## config.mk

```make
export PLATFORM = sky130hd
export DESIGN_NAME = uart_tx_fifo
export DESIGN_NICKNAME = d
export VERILOG_FILES = /design/src/rtl/uart_tx_fifo.sv
export SDC_FILE = /design/constraint.sdc
export NUM_CORES = 1
export LEC_CHECK = 0
export CAP_MARGIN = 10
export CORE_UTILIZATION = 50
export DETAILED_ROUTE_END_ITERATION = 8
export HOLD_SLACK_MARGIN = 0.05
export PLACE_DENSITY = 0.82
export SETUP_SLACK_MARGIN = 0.3
export SLEW_MARGIN = 20
export SYNTH_ARGS = -nofsm -noshare
export SYNTH_HDL_FRONTEND = slang
export SYNTH_SLANG_ARGS = --single-unit
export TNS_END_PERCENT = 10
```

## constraint.sdc

```tcl
create_clock -name clk -period 3.23 [get_ports clk]
set_input_delay 0.8075 -clock clk [delete_from_list [all_inputs] [get_ports clk]]
set_output_delay 0.8075 -clock clk [all_outputs]
set_load 0.01 [all_outputs]
```

## src/rtl/uart_tx_fifo.sv

```systemverilog
// UART transmitter with a small input FIFO: bytes accepted over ready/valid are
// serialised LSB-first with optional parity and 1 or 2 stop bits, back-to-back.
//
// state    | meaning
// ---------+--------------------------------------------------------
// S_IDLE   | line high, waiting for the FIFO to become non-empty
// S_START  | start bit (low) for CLKS_PER_BIT cycles
// S_DATA   | data bit bit_cnt, LSB first
// S_PARITY | parity bit (only when PARITY != 0)
// S_STOP   | stop bit bit_cnt (high); pops the next byte at the end if any
module uart_tx_fifo #(
   parameter int CLKS_PER_BIT = 10417,
   parameter int DATA_BITS    = 8,
   parameter int PARITY       = 0,
   parameter int STOP_BITS    = 1,
   parameter int FIFO_DEPTH   = 4
) (
   input  logic                        clk,
   input  logic                        rst_n,
   input  logic                        s_valid,
   input  logic [DATA_BITS-1:0]        s_data,
   output logic                        s_ready,
   output logic                        tx_pin,
   output logic                        tx_busy,
   output logic                        tx_done,
   output logic [$clog2(FIFO_DEPTH):0] fifo_count
);
   localparam int CNT_W = $clog2(CLKS_PER_BIT);
   localparam int AW    = $clog2(FIFO_DEPTH);
   localparam logic [CNT_W-1:0] CNT_LAST  = CNT_W'(CLKS_PER_BIT - 1);
   localparam logic [2:0]       DATA_LAST = 3'(DATA_BITS - 1);
   localparam logic [2:0]       STOP_LAST = 3'(STOP_BITS - 1);
   localparam logic [AW:0]      FULL_CNT  = (AW+1)'(FIFO_DEPTH);

   if (CLKS_PER_BIT < 2) begin : g_bad_cpb
      $error("uart_tx_fifo: CLKS_PER_BIT must be >= 2");
   end
   if (DATA_BITS < 5 || DATA_BITS > 8) begin : g_bad_data
      $error("uart_tx_fifo: DATA_BITS must be 5..8");
   end
   if (PARITY < 0 || PARITY > 2) begin : g_bad_parity
      $error("uart_tx_fifo: PARITY must be 0, 1 or 2");
   end
   if (STOP_BITS < 1 || STOP_BITS > 2) begin : g_bad_stop
      $error("uart_tx_fifo: STOP_BITS must be 1 or 2");
   end
   if (FIFO_DEPTH < 2 || (FIFO_DEPTH & (FIFO_DEPTH - 1)) != 0) begin : g_bad_depth
      $error("uart_tx_fifo: FIFO_DEPTH must be a power of two >= 2");
   end

   typedef enum logic [2:0] {S_IDLE, S_START, S_DATA, S_PARITY, S_STOP} state_t;

   logic [DATA_BITS-1:0] mem [FIFO_DEPTH];
   logic [AW-1:0]        wr_ptr, rd_ptr;
   logic [AW:0]          count;
   logic                 push, pop, empty, full;
   logic [DATA_BITS-1:0] head;
   logic                 head_par;

   state_t               state, state_next;
   logic [CNT_W-1:0]     baud_cnt, baud_next;
   logic [2:0]           bit_cnt, bit_next;
   logic [DATA_BITS-1:0] shreg, shreg_next;
   logic                 par, par_next;
   logic                 pin_next, done_next, tick;

   assign full       = (count == FULL_CNT);
   assign empty      = (count == '0);
   assign push       = s_valid && !full;
   assign s_ready    = !full;
   assign fifo_count = count;
   assign head       = mem[rd_ptr];
   assign head_par   = (PARITY == 1) ? ~(^head) : (^head);

   // pointers wrap naturally because FIFO_DEPTH is a power of two
   always_ff @(posedge clk or negedge rst_n) begin
      if (!rst_n) begin
         wr_ptr <= '0;
         rd_ptr <= '0;
         count  <= '0;
      end else begin
         if (push) wr_ptr <= wr_ptr + 1'b1;
         if (pop)  rd_ptr <= rd_ptr + 1'b1;
         case ({push, pop})
            2'b10:   count <= count + 1'b1;
            2'b01:   count <= count - 1'b1;
            default: count <= count;
         endcase
      end
   end

   always_ff @(posedge clk) begin
      if (push) mem[wr_ptr] <= s_data;
   end

   assign tick = (baud_cnt == CNT_LAST);

   always_ff @(posedge clk or negedge rst_n) begin
      if (!rst_n) begin
         state    <= S_IDLE;
         baud_cnt <= '0;
         bit_cnt  <= '0;
         shreg    <= '0;
         par      <= 1'b0;
         tx_pin   <= 1'b1;
         tx_done  <= 1'b0;
      end else begin
         state    <= state_next;
         baud_cnt <= baud_next;
         bit_cnt  <= bit_next;
         shreg    <= shreg_next;
         par      <= par_next;
         tx_pin   <= pin_next;
         tx_done  <= done_next;
      end
   end

   always_comb begin
      state_next = state;
      baud_next  = baud_cnt;
      bit_next   = bit_cnt;
      shreg_next = shreg;
      par_next   = par;
      pop        = 1'b0;
      if (state != S_IDLE) baud_next = tick ? '0 : baud_cnt + 1'b1;
      case (state)
         S_IDLE: begin
            if (!empty) begin
               pop        = 1'b1;
               state_next = S_START;
               baud_next  = '0;
               shreg_next = head;
               par_next   = head_par;
            end
         end
         S_START: begin
            if (tick) begin
               state_next = S_DATA;
               bit_next   = '0;
            end
         end
         S_DATA: begin
            if (tick) begin
               if (bit_cnt == DATA_LAST) begin
                  state_next = (PARITY != 0) ? S_PARITY : S_STOP;
                  bit_next   = '0;
               end else begin
                  bit_next   = bit_cnt + 1'b1;
                  shreg_next = shreg >> 1;
               end
            end
         end
         S_PARITY: begin
            if (tick) state_next = S_STOP;
         end
         S_STOP: begin
            if (tick) begin
               if (bit_cnt == STOP_LAST) begin
                  // chain straight into the next start bit when data is waiting
                  if (!empty) begin
                     pop        = 1'b1;
                     state_next = S_START;
                     shreg_next = head;
                     par_next   = head_par;
                  end else begin
                     state_next = S_IDLE;
                  end
               end else begin
                  bit_next = bit_cnt + 1'b1;
               end
            end
         end
         default: state_next = S_IDLE;
      endcase
   end

   always_comb begin
      pin_next = 1'b1;
      case (state_next)
         S_START:  pin_next = 1'b0;
         S_DATA:   pin_next = shreg_next[0];
         S_PARITY: pin_next = par_next;
         default:  pin_next = 1'b1;
      endcase
      done_next = (state == S_STOP) && tick && (bit_cnt == STOP_LAST);
   end

   assign tx_busy = (state != S_IDLE);

endmodule

```

==> run summary, run 1 <==
status: finished with violations
Post-synth top flop: dfrtp_1
crit-path leading delay family: simple AND/OR/NAND/NOR gates
RSZ-0062 raised after global routing: yes
cell count after synthesis: 269
first-pass GRT wire length: 10.44 mm
Post-Syn Area: 0.003358 mm2
CTS sink count: 70
Yosys warning total: 0
num rows: 29
number of remaining DRC errors: 4
final-report max-slew violation count: 0
clk_lat worst skew: 340 ps
#FFs+latches synth: 70
crit start category: register
slowest CP cell: or4_4
failing checks: DRC
clock tree buffer depth: 2
minimum clock period: 2987 ps
period utilization: 0.9249
CP Buf/Inv Count: 1
Post-DRT Antenna Nets: 0
Max Clock Freq: 334.7 MHz
Detailed Routing Iterations Pass 1: 6
Final #Nets: 325
vias: 2,196
all-layer global routing usage: 0.1946
Fin Hold WS: 527.1 ps
count of final hold-check violations: 0
Seq/Total Area, Yosys: 0.5697
Max stage delay on crit path: 560 ps
Final Setup Violations: 0
kind of critical path: register to register
share of the synthesized area in the top cell type: 0.2861
Die H: 83.96 um
Initial Util: 0.5229
Crit path arrival time: 3250 ps
Port Buf Inserts: 17
Worst Setup End Kind: register
Worst Path Required: 3490 ps
number of synthesized flops with an enable pin: 32
Yosys cell types: 53
grt total ovfl: 0
largest net degree at the start of global routing: 39
syn_area_per_cell: 12.48 um2
synthesis-to-layout area growth: 15.42%
H-tree depth: 3
TritonCTS clock tree: done
CP max FO: 2
Worst-Margin Slew: 1011 ps
setup TNS: 0 ps
Async SR Flop Fraction: 0.5429
clk_skew: 11.41 ps
routability congestion estimate: 0.8151
wire per inst: 16.49 um
Synth area leader: edfxtp_1
Area contributors post-synth: edfxtp_1, dfrtp_1, mux4_2
Pwr Density: 798.3 mW/mm2
Via density: 5.704
max_slew headroom: 0.3177
clock root buffer: clkbuf_8
clock slew at reported path FFs: 80 ps
drt total wl: 6.348 mm
Synth Net Count: 291
Max Cap Viol: 0
worst vdd ir: 0.4398 mV
core area: 0.006422 mm2
share of post-route cells with drive strength above 1: 0.1948
DR iter-0 viols: 149
I/O pin count: 18
die width: 83.96 um
post-DP HPWL: 4.416 mm
P_leak: 0.001563 uW
Antenna diodes: 0
worst hold path class: register to register
worst-path cell chain: or4b_4, or4_4, o21a_1, nor2_2, ha_2, inv_1, fa_2, xor2_1, nor2_2, xor2_1
antenna violations before repair: 0
die area: 0.007048 mm2
Num CTS Buffers: 9
vias in the first global route: 2,241
[layout by cell type, fill, tap and decap left out, types with 3 or more instances in the layout]
cell type | synthesis | layout
ha_1 | 10 | 9
a221o_1 | 6 | 6
clkinv_2 | 0 | 3
o21ai_0 | 9 | 9
nand2_1 | 28 | 28
inv_1 | 12 | 12
nor2_1 | 19 | 18
dfrtp_1 | 37 | 36
nand3_1 | 5 | 5
clkbuf_8 | 0 | 9
mux4_2 | 8 | 8
nor3_1 | 5 | 5
nand3b_1 | 3 | 3
xor2_1 | 13 | 13
xnor2_1 | 13 | 13
edfxtp_1 | 32 | 32
and3_1 | 5 | 5
buf_4 | 1 | 17
or3_1 | 4 | 4
a21oi_1 | 8 | 8
clkdlybuf4s50_1 | 0 | 16
nand4_1 | 3 | 3
[worst paths after layout]
path,cells past startpoint,slack (ps),to,start
worst max register to register,10,240,fifo_count[2],baud_cnt[8]
max in group asynchronous,1,2090,baud_cnt[8],rst_n
min in group asynchronous,1,560,tx_done,rst_n
worst min-delay path,1,530,shreg[7],shreg[7]
worst max-delay path,10,240,fifo_count[2],baud_cnt[8]
worst min register to register,1,530,shreg[7],shreg[7]
[per-layer routing]
layer  part of all wire  global-route usage
met1               0.43              0.2322
met2               0.52              0.3316
met3              0.025             0.03956
met4              0.025              0.1034
met5                  0                   0
[stage by stage]
step                      setup WS, ps  power [uW]  std cells    util  cell area (um2)
after floorplan                  228.2        2120        269       -             3358
after global placement           274.9        2383        357  0.5609             3602
after detailed placement         166.2        2441        357  0.5609             3602
after CTS                        281.9        3102        384  0.6020             3866
after global routing             194.9        3269        385  0.6035             3876
final                            242.5        3094        385  0.6035             3876
[synth_stat cells, drive strengths merged (6+ instances only)]
library cell and n:
nand2 29, a221o 6, xnor2 13, nor2 20
a21oi 8, ha 10, inv 12, dfrtp 37
mux4 8, xor2 13, edfxtp 32, o21ai 10
clkbuf 6
[report_power, final]
group / total, uW / internal (uW) / switching (uW) / leakage [uW]
clock network: 614 / 279 / 335 / 0.0000858
logic: 1110 / 565 / 549 / 0.000700
registers: 1370 / 1160 / 203 / 0.000777
total: 3090 / 2010 / 1090 / 0.00156
[logic make-up (layout without fill, tap and decap cells)]
group | count (synthesis) | in the layout | synth area share
compound gates | 36 | 36 | 0.08160
xor+xnor | 26 | 26 | 0.06781
fa+ha+maj | 11 | 11 | 0.04322
buf+inv | 23 | 62 | 0.02980
flops | 70 | 70 | 0.5697
mux | 12 | 12 | 0.06632
simple gates | 91 | 91 | 0.1416
[final cells by class]
type                       count  area, um2
clock buffer                   9      123.9
clock inverter                 7      47.55
fill                         496       2546
inverter                      12      45.04
multi-input combinational    176       1356
sequential                    70       1914
tap                           77      96.34
timing repair buffer          34      292.8
[registers in the layout, summed over array words and instances (netlist names)]
signal and cells:
tx_done 1, shreg 8, rd_ptr 2, par 1
fifo_count 3, state 3, baud_cnt 14, mem 32
wr_ptr 2, tx_pin 1, bit_cnt 3
[what timing repair did]
| item | CTS | global route |
|---|---|---|
| buffers inserted | 11 | 1 |
| endpoints found under the setup margin | 1 | 2 |
| pin swaps | 5 | 4 |
| gates resized for setup | 4 | 1 |
| hold buffers | 0 | 0 |
No activity file was read; power rests on OpenSTA's default activity.
==> run 2, diff against run 1 <==
--- a/constraint.sdc
+++ b/constraint.sdc
@@ -3,2 +3,2 @@
 set_output_delay 0.8075 -clock clk [all_outputs]
-set_load 0.01 [all_outputs]
+set_load 0.02 [all_outputs]
==> results of run 2 <==
Same layout as run 1 (identical final DEF). Status: finished with violations: DRC.
Main changes from that run: total power 3094 uW -> 3118 uW
